--- src/rtl/bcd_pkg.sv ---
// Shared definitions for the BCD arithmetic datapath blocks.
// Contents: digit width and radix constants, the serial-unit FSM state type,
// the single-digit type and a digit validity helper.
package bcd_pkg;

  localparam int unsigned DIGIT_W   = 4;
  localparam int unsigned BCD_RADIX = 10;

  typedef logic [DIGIT_W-1:0] bcd_digit_t;

  typedef enum logic {
    StIdle,
    StRun
  } bcd_state_t;

  // True when the nibble is a legal decimal digit (0..9).
  function automatic logic is_bcd_digit(input bcd_digit_t dig);
    return dig < bcd_digit_t'(BCD_RADIX);
  endfunction

endpackage

--- src/rtl/bcd_serial_subtractor_digit_sub.sv ---
// bcd_digit_sub: combinational single-digit BCD subtractor, d = a - b - bin.
// Ports:
//   a, b  : digit operands (4 bits)
//   bin   : borrow in
//   d     : result digit (4 bits), ten's-complement corrected on borrow
//   bout  : borrow out
// Digits above 9 are not rejected; the same arithmetic is applied and the
// result is truncated to 4 bits.
module bcd_digit_sub
  import bcd_pkg::*;
(
  input  bcd_digit_t a,
  input  bcd_digit_t b,
  input  logic       bin,
  output bcd_digit_t d,
  output logic       bout
);

  // 5-bit two's-complement difference; bit 4 is the sign. Range -16..15 fits.
  logic [DIGIT_W:0] diff_raw;

  always_comb begin
    diff_raw = {1'b0, a} - {1'b0, b} - {{DIGIT_W{1'b0}}, bin};
    bout     = diff_raw[DIGIT_W];
    if (diff_raw[DIGIT_W]) begin
      d = diff_raw[DIGIT_W-1:0] + bcd_digit_t'(BCD_RADIX);
    end else begin
      d = diff_raw[DIGIT_W-1:0];
    end
  end

endmodule

--- src/rtl/bcd_serial_subtractor.sv ---
// bcd_serial_subtractor: digit-serial packed-BCD subtractor, Diff = A - B - Bin.
// One digit per clock, least significant first, start/busy/done handshake.
// Ports:
//   clk, rst : clock, synchronous active-high reset
//   start    : request, sampled only while idle
//   A, B     : packed BCD minuend / subtrahend, digit 0 in [3:0]
//   Bin      : borrow in
//   busy     : operation in progress
//   done     : one-cycle pulse, Diff/Bout valid from this cycle on
//   Diff     : packed BCD difference (ten's complement when negative)
//   Bout     : borrow out, 1 when A < B + Bin
//   err      : (BCD_SUB_INPUT_CHECK_EN only) latched operand held a digit > 9
// Optional feature macro: BCD_SUB_INPUT_CHECK_EN.
module bcd_serial_subtractor
  import bcd_pkg::*;
#(
  parameter int unsigned DIGITS = 2
) (
  input  logic                  clk,
  input  logic                  rst,
  input  logic                  start,
  input  logic [4*DIGITS-1:0]   A,
  input  logic [4*DIGITS-1:0]   B,
  input  logic                  Bin,
  output logic                  busy,
  output logic                  done,
  output logic [4*DIGITS-1:0]   Diff,
`ifdef BCD_SUB_INPUT_CHECK_EN
  output logic                  Bout,
  output logic                  err
`else
  output logic                  Bout
`endif
);

  localparam int unsigned W    = DIGIT_W * DIGITS;
  localparam int unsigned IdxW = (DIGITS > 1) ? $clog2(DIGITS) : 1;

  bcd_state_t      state_q, state_d;
  logic [W-1:0]    a_q, a_d, b_q, b_d;
  logic [W-1:0]    res_q, res_d;
  logic [W-1:0]    diff_q, diff_d;
  logic            borrow_q, borrow_d;
  logic            bout_q, bout_d;
  logic            done_q, done_d;
  logic [IdxW-1:0] idx_q, idx_d;

  bcd_digit_t        dig;
  logic              dig_bout;
  logic [W+DIGIT_W-1:0] res_ext;
  logic [W-1:0]      res_shift;
  logic              last_digit;

  bcd_digit_sub u_digit_sub (
    .a    (a_q[DIGIT_W-1:0]),
    .b    (b_q[DIGIT_W-1:0]),
    .bin  (borrow_q),
    .d    (dig),
    .bout (dig_bout)
  );

  // New digits enter at the top and shift down, so after DIGITS steps the
  // first digit computed sits in position 0. Widened to stay legal at DIGITS=1.
  assign res_ext    = {dig, res_q};
  assign res_shift  = res_ext[W+DIGIT_W-1:DIGIT_W];
  assign last_digit = (idx_q == IdxW'(DIGITS - 1));

  always_comb begin
    state_d  = state_q;
    a_d      = a_q;
    b_d      = b_q;
    res_d    = res_q;
    diff_d   = diff_q;
    borrow_d = borrow_q;
    bout_d   = bout_q;
    idx_d    = idx_q;
    done_d   = 1'b0;
    unique case (state_q)
      StIdle: begin
        if (start) begin
          a_d      = A;
          b_d      = B;
          borrow_d = Bin;
          res_d    = '0;
          idx_d    = '0;
          state_d  = StRun;
        end
      end
      StRun: begin
        a_d      = a_q >> DIGIT_W;
        b_d      = b_q >> DIGIT_W;
        borrow_d = dig_bout;
        res_d    = res_shift;
        idx_d    = idx_q + 1'b1;
        if (last_digit) begin
          // Result is exposed only here, never mid-operation.
          diff_d  = res_shift;
          bout_d  = dig_bout;
          done_d  = 1'b1;
          idx_d   = '0;
          state_d = StIdle;
        end
      end
      default: state_d = StIdle;
    endcase
  end

  always_ff @(posedge clk) begin
    if (rst) begin
      state_q  <= StIdle;
      a_q      <= '0;
      b_q      <= '0;
      res_q    <= '0;
      diff_q   <= '0;
      borrow_q <= 1'b0;
      bout_q   <= 1'b0;
      done_q   <= 1'b0;
      idx_q    <= '0;
    end else begin
      state_q  <= state_d;
      a_q      <= a_d;
      b_q      <= b_d;
      res_q    <= res_d;
      diff_q   <= diff_d;
      borrow_q <= borrow_d;
      bout_q   <= bout_d;
      done_q   <= done_d;
      idx_q    <= idx_d;
    end
  end

  assign busy = (state_q == StRun);
  assign done = done_q;
  assign Diff = diff_q;
  assign Bout = bout_q;

`ifdef BCD_SUB_INPUT_CHECK_EN
  // Validity is judged on the operands at load time, because the operand
  // registers are consumed by shifting during the run.
  logic in_bad;
  logic bad_q;
  logic err_q;

  always_comb begin
    in_bad = 1'b0;
    for (int unsigned i = 0; i < DIGITS; i++) begin
      if (!is_bcd_digit(A[i*DIGIT_W +: DIGIT_W]) || !is_bcd_digit(B[i*DIGIT_W +: DIGIT_W])) begin
        in_bad = 1'b1;
      end
    end
  end

  always_ff @(posedge clk) begin
    if (rst) begin
      bad_q <= 1'b0;
      err_q <= 1'b0;
    end else begin
      if (state_q == StIdle && start) begin
        bad_q <= in_bad;
      end
      if (state_q == StRun && last_digit) begin
        err_q <= bad_q;
      end
    end
  end

  assign err = err_q;
`endif

endmodule
--- config.mk ---
export PLATFORM = sky130hd
export DESIGN_NAME = bcd_serial_subtractor
export DESIGN_NICKNAME = d
export VERILOG_FILES = /design/src/rtl/bcd_pkg.sv /design/src/rtl/bcd_serial_subtractor_digit_sub.sv /design/src/rtl/bcd_serial_subtractor.sv
export SDC_FILE = /design/constraint.sdc
export NUM_CORES = 1
export LEC_CHECK = 0
export CAP_MARGIN = 20
export CORE_MARGIN = 2
export CORE_UTILIZATION = 49
export DETAILED_ROUTE_END_ITERATION = 12
export HOLD_SLACK_MARGIN = 0.08
export PLACE_DENSITY = 0.72
export SYNTH_ARGS = -nofsm -noshare
export SYNTH_HDL_FRONTEND = slang
export SYNTH_SLANG_ARGS = --single-unit
--- constraint.sdc ---
create_clock -name clk -period 4.25 [get_ports clk]
set_clock_uncertainty 0.05 [all_clocks]
set_input_delay 0.6375 -clock clk [delete_from_list [all_inputs] [get_ports clk]]
set_output_delay 0.6375 -clock clk [all_outputs]
set_load 0.01 [all_outputs]
### After elaboration in Yosys (flattened, before gate mapping)

Index checks and enable logic that the tools add are counted.
W data, S select, Z words.

* bits in writable memories: 0
* memories: 0
* input port bits: 20
* bits in read-only memories: 0
* bits in latches: 0
* register bits: 37
* output and inout bits: 11

* multiply operators: 0
* div/mod/pow operators: 0
* add/sub/neg operators: 4
* shift-type cells: 0
* magnitude comparators: 0
* bitwise logic cells: 1
* muxes and demuxes: 16
* equality and inequality tests: 1
* reductions and logical operators: 2

Operators by type and width (count)
* $pmux W8 S2: 3
* $mux W8: 3
* $mux W1: 6
* $pmux W1 S2: 3
* $sub A4 B4 Y5: 1
* $sub A5 B1 Y5: 1
* $add A4 B4 Y4 const B: 1
* $mux W4: 1
* $ne A2 B2 Y1 const B: 1
* $reduce_and A2 Y1: 1
* $reduce_or A2 Y1: 1
* $add A1 B1 Y1 const B: 1
* $not A1 Y1: 1

### Depth between registers and ports, before layout

Gate-level depths: netlist of the first run.

* word-level depth: 5
* depth in mapped cells: 13
* depth with buffers taken out: 13

### Cells and area by module

Synthesis of the first run repeated with hierarchy kept, for this count alone.

* cell total of the unflattened synthesis: 168
* area total of the unflattened synthesis: 1631.6 µm²

Modules (own cells, without submodules)
* bcd_serial_subtractor: cells an instance 136, area an instance 1357.6 µm², times used 1, seq. area each 660.6 µm²
* bcd_digit_sub: cells an instance 32, area an instance 274.0 µm², times used 1, seq. area each 0.0 µm²

### Least setup slack after synthesis of the first run

OpenSTA, ideal clock, no wires.

* kind: register to register
* from: register a_q[0]
* to: register res_q[6]
* setup time: 0.128 ns
* cell stages (with the launch flop): 14
* path buffers: 0
* slack: 1.177 ns
* data arrival time: 2.895 ns
* clock period less this slack: 3.073 ns
* cells stage by stage: dfxtp_1 -> inv_1 -> fa_1 -> inv_1 -> ha_1 -> or2_2 -> fa_1 -> xor2_1 -> ha_1 -> nor3b_1 -> a211oi_1 -> o221ai_1 -> a21oi_1 -> nor2_1

* longest elaborated chain between the ends: 5

Ends and longest elaborated chain
* from (decl): line bcd_serial_subtractor.sv:40 `logic [W-1:0] a_q, a_d, b_q, b_d;`
* from (signal assigned): line bcd_serial_subtractor.sv:111 `a_q <= '0;`
* from (signal assigned): line bcd_serial_subtractor.sv:121 `a_q <= a_d;`
* $sub A4 B4 Y5 (*): line bcd_serial_subtractor_digit_sub.sv:23 `diff_raw = {1'b0, a} - {1'b0, b} - {{DIGIT_W{1'b0}}, bin};`
* $sub A5 B1 Y5 (*): line bcd_serial_subtractor_digit_sub.sv:23
* $add A4 B4 Y4: line bcd_serial_subtractor_digit_sub.sv:26 `d = diff_raw[DIGIT_W-1:0] + bcd_digit_t'(BCD_RADIX);`
* $mux W4 (*): line bcd_serial_subtractor_digit_sub.sv:25 `if (diff_raw[DIGIT_W]) begin`
* $pmux W8 S2 (*): line bcd_serial_subtractor.sv:78 `unique case (state_q)`
* to (signal assigned): line bcd_serial_subtractor.sv:123 `res_q <= res_d;`
* to (decl): line bcd_serial_subtractor.sv:41 `logic [W-1:0] res_q, res_d;`

Every way passes the cells marked *; elsewhere a longest branch is shown, timed or not.
A chain may end at the register's enable or synchronous reset.

### Worst setup path in the final report of the first run

Ends and elaborated chain as after synthesis.

==> impl_metrics.ini, run 1 <==
[synth]
yosysWarnings = 0
synth_edf_count = 0
seq_area_frac_synth_pct = 40.2
synth_area_leaders = dfxtp_1 (40%), mux2i_1 (9.7%), nor2_1 (7.8%), a21oi_1 (5.5%), ha_1 (5.3%)
synth_cell_types = 36
synth_nets = 218
synth_top_area_share_pct = 40.2
syn_area_sq_um = 1640
syn_inst = 189
yosysMostFrequentCell = nor2_1
synth_common_cells = nor2_1 (34), dfxtp_1 (33), a21oi_1 (18), mux2i_1 (16), nand2_1 (15)
async_flop_share_pct = 0
synth.avg_cell_area_sq_um = 8.70
ys.flop_type = dfxtp_1
synth_top_area_cell = dfxtp_1
synth_seq_cells = 33

[die]
num_rows = 21
io_pins = 31
core-area_sq_um = 3280
die_h_um = 61.9
dieWidth_um = 61.9
dieArea_sq_um = 3830
start_util_pct = 50.1

[layout]
fin_cells = 263
nets = 245
area_growth_pct = 23.7
diodes = 0
nFillCells = 304
multi_input_area_sq_um = 901
drive_above_1_share_pct = 9.68
seq_area_sq_um = 661

[worst_setup_path]
start_kind = flip-flop
reg2reg_depth = 13
arrival_ns = 3.43
cp-end-kind = flip-flop
r2r-start = a_q[0]
worstPathCellList = inv_1, fa_1, inv_1, ha_1, or2_2, fa_1, xor2_1, ha_1, nor3b_1, a211oi_1, o221ai_1, a21oi_1, nor2_1
max_stage_delay_ns = 0.56
critPathMaxFanout = 5
setup.worst_path.class = reg -> reg
cpMaxStageDelayCell = fa_1
worstPathRequired_ns = 4.39
startpoint = a_q[0]

[sta]
setup_tns_ns = 0
rsz0062_at_grt = no
slew_headroom_pct = 30.6
drv_slew = 0
tightest_slew_ns = 1.04
max_freq_ghz = 0.303
hold_viol = 0
period_needed_ns = 3.30
setup_viol = 0
fin_crit_sh_pct = 77.6

[clock_tree]
clk_pin_slew_worst_paths_ns = 0.11
clk_latency_ns = 0.32
clock_sinks = 33
clockBufferDepth = 2
cts_buffers = 5
ctsResizeCount = 0
root_buffer = clkbuf_4
post_cts_buffers = 0
cts_max_level = 2
cts_tree = built
holdBufCountCts = 0

[routing]
vias_per_cell = 4.99
drc = 0
wl_um = 3110
num_vias = 1313
drt_iter0_drc = 53
antenna_left = 0
firstDrtPassIters = 4
wl_per_cell_um = 11.8

[min_path]
min_path_type = reg -> reg
hold_depth = 2
hold_start = res_q[6]

[global_routing]
track_usage_pct = 18.1
grt_pass1_wl_um = 5080
grt_max_degree = 33
grt_pass1_vias = 1183
antenna_found_initial = 0
grt_overflow = 0

[placed_design]
place_hpwl_um = 2310
place_inst = 255
gp_congestion = 0.936
portBuffers = 30

[status]
outcome = complete, no violations

[power_and_ir_drop]
p_total_uw = 733
ir_worst_vdd_mv = 0.249
powerDensity_nw_per_um2 = 360
power.leakage_nw = 0.818

[job]
maxCapViolations = 0
final timing paths:
check / to / slack (ns)
setup reg to reg: res_q[6] / 0.95
hold / removal: Diff[2] / 0.41
setup / recovery: res_q[6] / 0.95
hold reg to reg: Diff[2] / 0.41
state kept, by name, indices dropped and copies added (netlist names):
name and cells:
Bout 1, Diff 8, a_q 8, b_q 8, borrow_q 1, busy 1, done 1, idx_q 1
res_q 4
layout make-up:
type                            count  area share, %
Timing Repair Buffer               32           15.5
Clock inverter                      1          0.246
Sequential cell                    33           32.5
Clock buffer                        7           3.20
Inverter                            8           1.48
Multi-Input combinational cell    136           44.3
Tap cell                           46           2.83
critical path: cells and delay by family (launching register included):
kind,cells,cell delay (ns)
XOR/XNOR,1,0.17
buffers and inverters,2,0.11
AO/OA/AOI/OAI,3,0.50
flip-flops,1,0.35
adder cells (fa/ha/maj),4,1.51
AND/OR/NAND/NOR,3,0.48
cell families after synthesis:
kind of cell	Yosys count	share of synthesized area (%)
compound gates	33	13.2
xor+xnor	4	2.13
fa+ha+maj	9	7.76
buf+inv	20	5.02
flops	33	40.2
mux	16	9.74
simple gates	74	22.0
cells in the final DEF (no fill, tap or decap), types with 2 or more instances in the layout:
master	count
clkbuf_8	2
nor3_1	2
buf_4	2
inv_1	8
nor3b_1	4
nand2_1	15
nor2b_1	2
mux2i_1	16
a211oi_2	2
clkdlybuf4s50_1	30
dfxtp_1	33
xnor2_1	2
nor2_1	34
o21ai_0	3
xor2_1	2
nand3b_1	3
a21oi_1	18
fa_1	2
a211oi_1	4
or2_2	2
clkbuf_4	5
ha_1	7
nand2b_1	5
through the flow:
| step | instance area (sq um) | setup WS [ns] | util, % | hold WS, ns |
|---|---|---|---|---|
| 2_1_floorplan | 1640 | 1.18 | - | 0.377 |
| 3_3_place_gp | 1960 | 1.06 | 59.8 | 0.389 |
| 3_5_place_dp | 1960 | 0.958 | 59.8 | 0.392 |
| 4_1_cts | 2030 | 0.931 | 61.9 | 0.408 |
| 5_1_grt | 2030 | 0.834 | 61.9 | 0.427 |
| 6_report | 2030 | 0.953 | 61.9 | 0.408 |
metal layers:
metal  vias up  wire (um)  track usage, %
met5         -          0               0
met1       596       1420            21.3
met4         0         32            6.99
met2        28       1540            31.3
met3         4        121            4.76
li1        685          -               -
where the power goes:
group / internal (mW) / switching (mW) / leakage, nW
clock: 0.0959 / 0.103 / 0.0413
sequential: 0.328 / 0.00988 / 0.270
combinational: 0.0955 / 0.101 / 0.507
(Power assumes the default switching activity.)
==> run 2: changes to the inputs <==
--- a/config.mk
+++ b/config.mk
@@ -7,10 +7,10 @@
 export LEC_CHECK = 0
 export CAP_MARGIN = 20
 export CORE_MARGIN = 2
-export CORE_UTILIZATION = 49
+export CORE_UTILIZATION = 46
 export DETAILED_ROUTE_END_ITERATION = 12
 export HOLD_SLACK_MARGIN = 0.08
-export PLACE_DENSITY = 0.72
+export PLACE_DENSITY = 0.71
 export SYNTH_ARGS = -nofsm -noshare
 export SYNTH_HDL_FRONTEND = slang
 export SYNTH_SLANG_ARGS = --single-unit
==> constraint.sdc (replaced) <==
create_clock -name clk -period 2.9 [get_ports clk]
set_clock_uncertainty 0.05 [all_clocks]
set_input_delay 0.435 -clock clk [delete_from_list [all_inputs] [get_ports clk]]
set_output_delay 0.435 -clock clk [all_outputs]
set_load 0.01 [all_outputs]
==> run 2 against run 1 <==
Effect of this change:
- the flow now finishes with violations (negative setup slack)
- flip-flop and latch count stayed put
- first-iteration DRC count is 13% higher
- utilization is 1.6 points higher
- via count is 2.9% higher
- cell area is 5.8% higher
- power is 54% higher
- count of clock-buffer cells in the layout is 1 lower
- combinational power is 100% higher
- critical endpoint is now Diff[5]
- largest power group unchanged
- highest routed layer unchanged
==> impl_metrics.ini, run 2 (same netlist as run 1, synthesis figures left out) <==
[status]
outcome = finished with violations
violations = negative setup slack

[placed_design]
gp_congestion = 0.902
place_hpwl_um = 2440
place_inst = 258
portBuffers = 30

[die]
io_pins = 31
die_h_um = 63.8
start_util_pct = 48.5
core-area_sq_um = 3390
dieWidth_um = 63.8
dieArea_sq_um = 4070
num_rows = 21

[layout]
fin_cells = 271
diodes = 0
nets = 253
final_common_cell = nor2_1
area_growth_pct = 31.0
drive_above_1_share_pct = 17.8
final_cell_mix = nor2_1 (34), dfxtp_1 (31), clkdlybuf4s50_1 (30), a21oi_1 (17), mux2i_1 (16)

[routing]
drt_iter0_drc = 60
wl_per_cell_um = 12.3
wl_um = 3320
drc = 0
firstDrtPassIters = 4
antenna_left = 0
vias_per_cell = 4.99
num_vias = 1351

[sta]
whs_ns = 0.403
drv_slew = 0
rsz0062_at_grt = yes
max_freq_ghz = 0.325
slew_headroom_pct = 68.0
hold_viol = 0
period_needed_ns = 3.08
setup_tns_ns = -1.03
fin_crit_sh_pct = 106
setup_slack_ns = -0.180
setup_viol = 7
tightest_slew_ns = 0.479

[worst_setup_path]
worstPathRequired_ns = 3.09
reg2reg_depth = 13
critPathMaxFanout = 4
r2r-start = borrow_q
setup.worst_path.class = reg -> reg
arrival_ns = 3.27
ff2ff_setup_slack_ns = -0.18
timing.rr.end = Diff[5]
start_kind = flip-flop
startpoint = borrow_q
setup.worst_path.end = Diff[5]
cp-end-kind = flip-flop

[global_routing]
grt.busiest_layer = met2
antenna_found_initial = 0
grt_util_met1_pct = 20.0
grt_pass1_vias = 1384
grt_pass1_wl_um = 5820
grt_overflow = 0
grt_use_met2_pct = 32.4
track_usage_pct = 18.4
use_met3_pct = 7.22
grt_max_degree = 32

[clock_tree]
clk_pin_slew_worst_paths_ns = 0.10
root_buffer = clkbuf_4
holdBufCountCts = 0
clockBufferDepth = 2
cts_max_level = 2
clock_sinks = 33
cts_buffers = 5
clk_latency_ns = 0.33
cts_tree = built

[power_and_ir_drop]
powerDensity_nw_per_um2 = 524
ir_worst_vdd_mv = 0.260
power.leakage_nw = 0.865
p_total_mw = 1.13

[min_path]
min_path_type = reg -> reg

[job]
maxCapViolations = 0
-- run 2: worst min-delay path by stage --
stage / startpoint / endpoint / slack [ns] / cells past startpoint
after floorplan: res_q[4] / Diff[0] / 0.38 / 2
final: res_q[6] / Diff[2] / 0.40 / 2
after global placement: res_q[6] / Diff[2] / 0.39 / 2
after CTS: res_q[6] / Diff[2] / 0.41 / 2
after detailed placement: Diff[2] / Diff[2] / 0.40 / 2
after global routing: res_q[6] / Diff[2] / 0.44 / 2
-- run 2: per-stage QoR --
stage	util, %	area (sq um)	setup WS [ns]
final	63.5	2150	-0.180
after floorplan	-	1660	-0.0495
after global routing	63.5	2150	-0.263
after global placement	59.0	2000	-0.113
after CTS	61.4	2080	-0.171
after detailed placement	59.0	2000	-0.220
-- run 2: critical path: stages, from the launching register on --
cell and delay [ns]:
dfxtp_2 0.34, fa_1 0.56, inv_1 0.05, ha_2 0.17, or2_4 0.22, fa_2 0.35, buf_4 0.14, buf_4 0.13
nand2b_4 0.15, a211oi_4 0.27, buf_4 0.16, nor2_4 0.04, xor2_2 0.19, o31ai_2 0.16
-- run 2: layout make-up --
cell class | count | area, sq um
clock buffer | 6 | 41.3
tap | 46 | 57.6
multi-input combinational | 136 | 976
inverter | 8 | 30.0
sequential | 33 | 663
fill | 290 | 1240
timing repair buffer | 40 | 375
clock inverter | 2 | 10.0
-- run 2: routing by layer --
layer  vias to the layer above  wire length, um
li1                        696                -
met1                       611             1400
met2                        40             1730
met3                         4              155
met4                         0               37
met5                         -                0
-- run 2: where the power goes --
group	internal (mW)	switching, mW
registers	0.481	0.0157
clock network	0.0922	0.144
logic	0.209	0.187
total	0.782	0.347
-- run 2: what timing repair did --
item | CTS | global route
hold endpoints to repair | 0 | 0
cloned | 0 | 0
pin swaps | 7 | 10
buffers inserted | 2 | 3
resized for setup | 4 | 10
setup endpoints to repair | 5 | 8
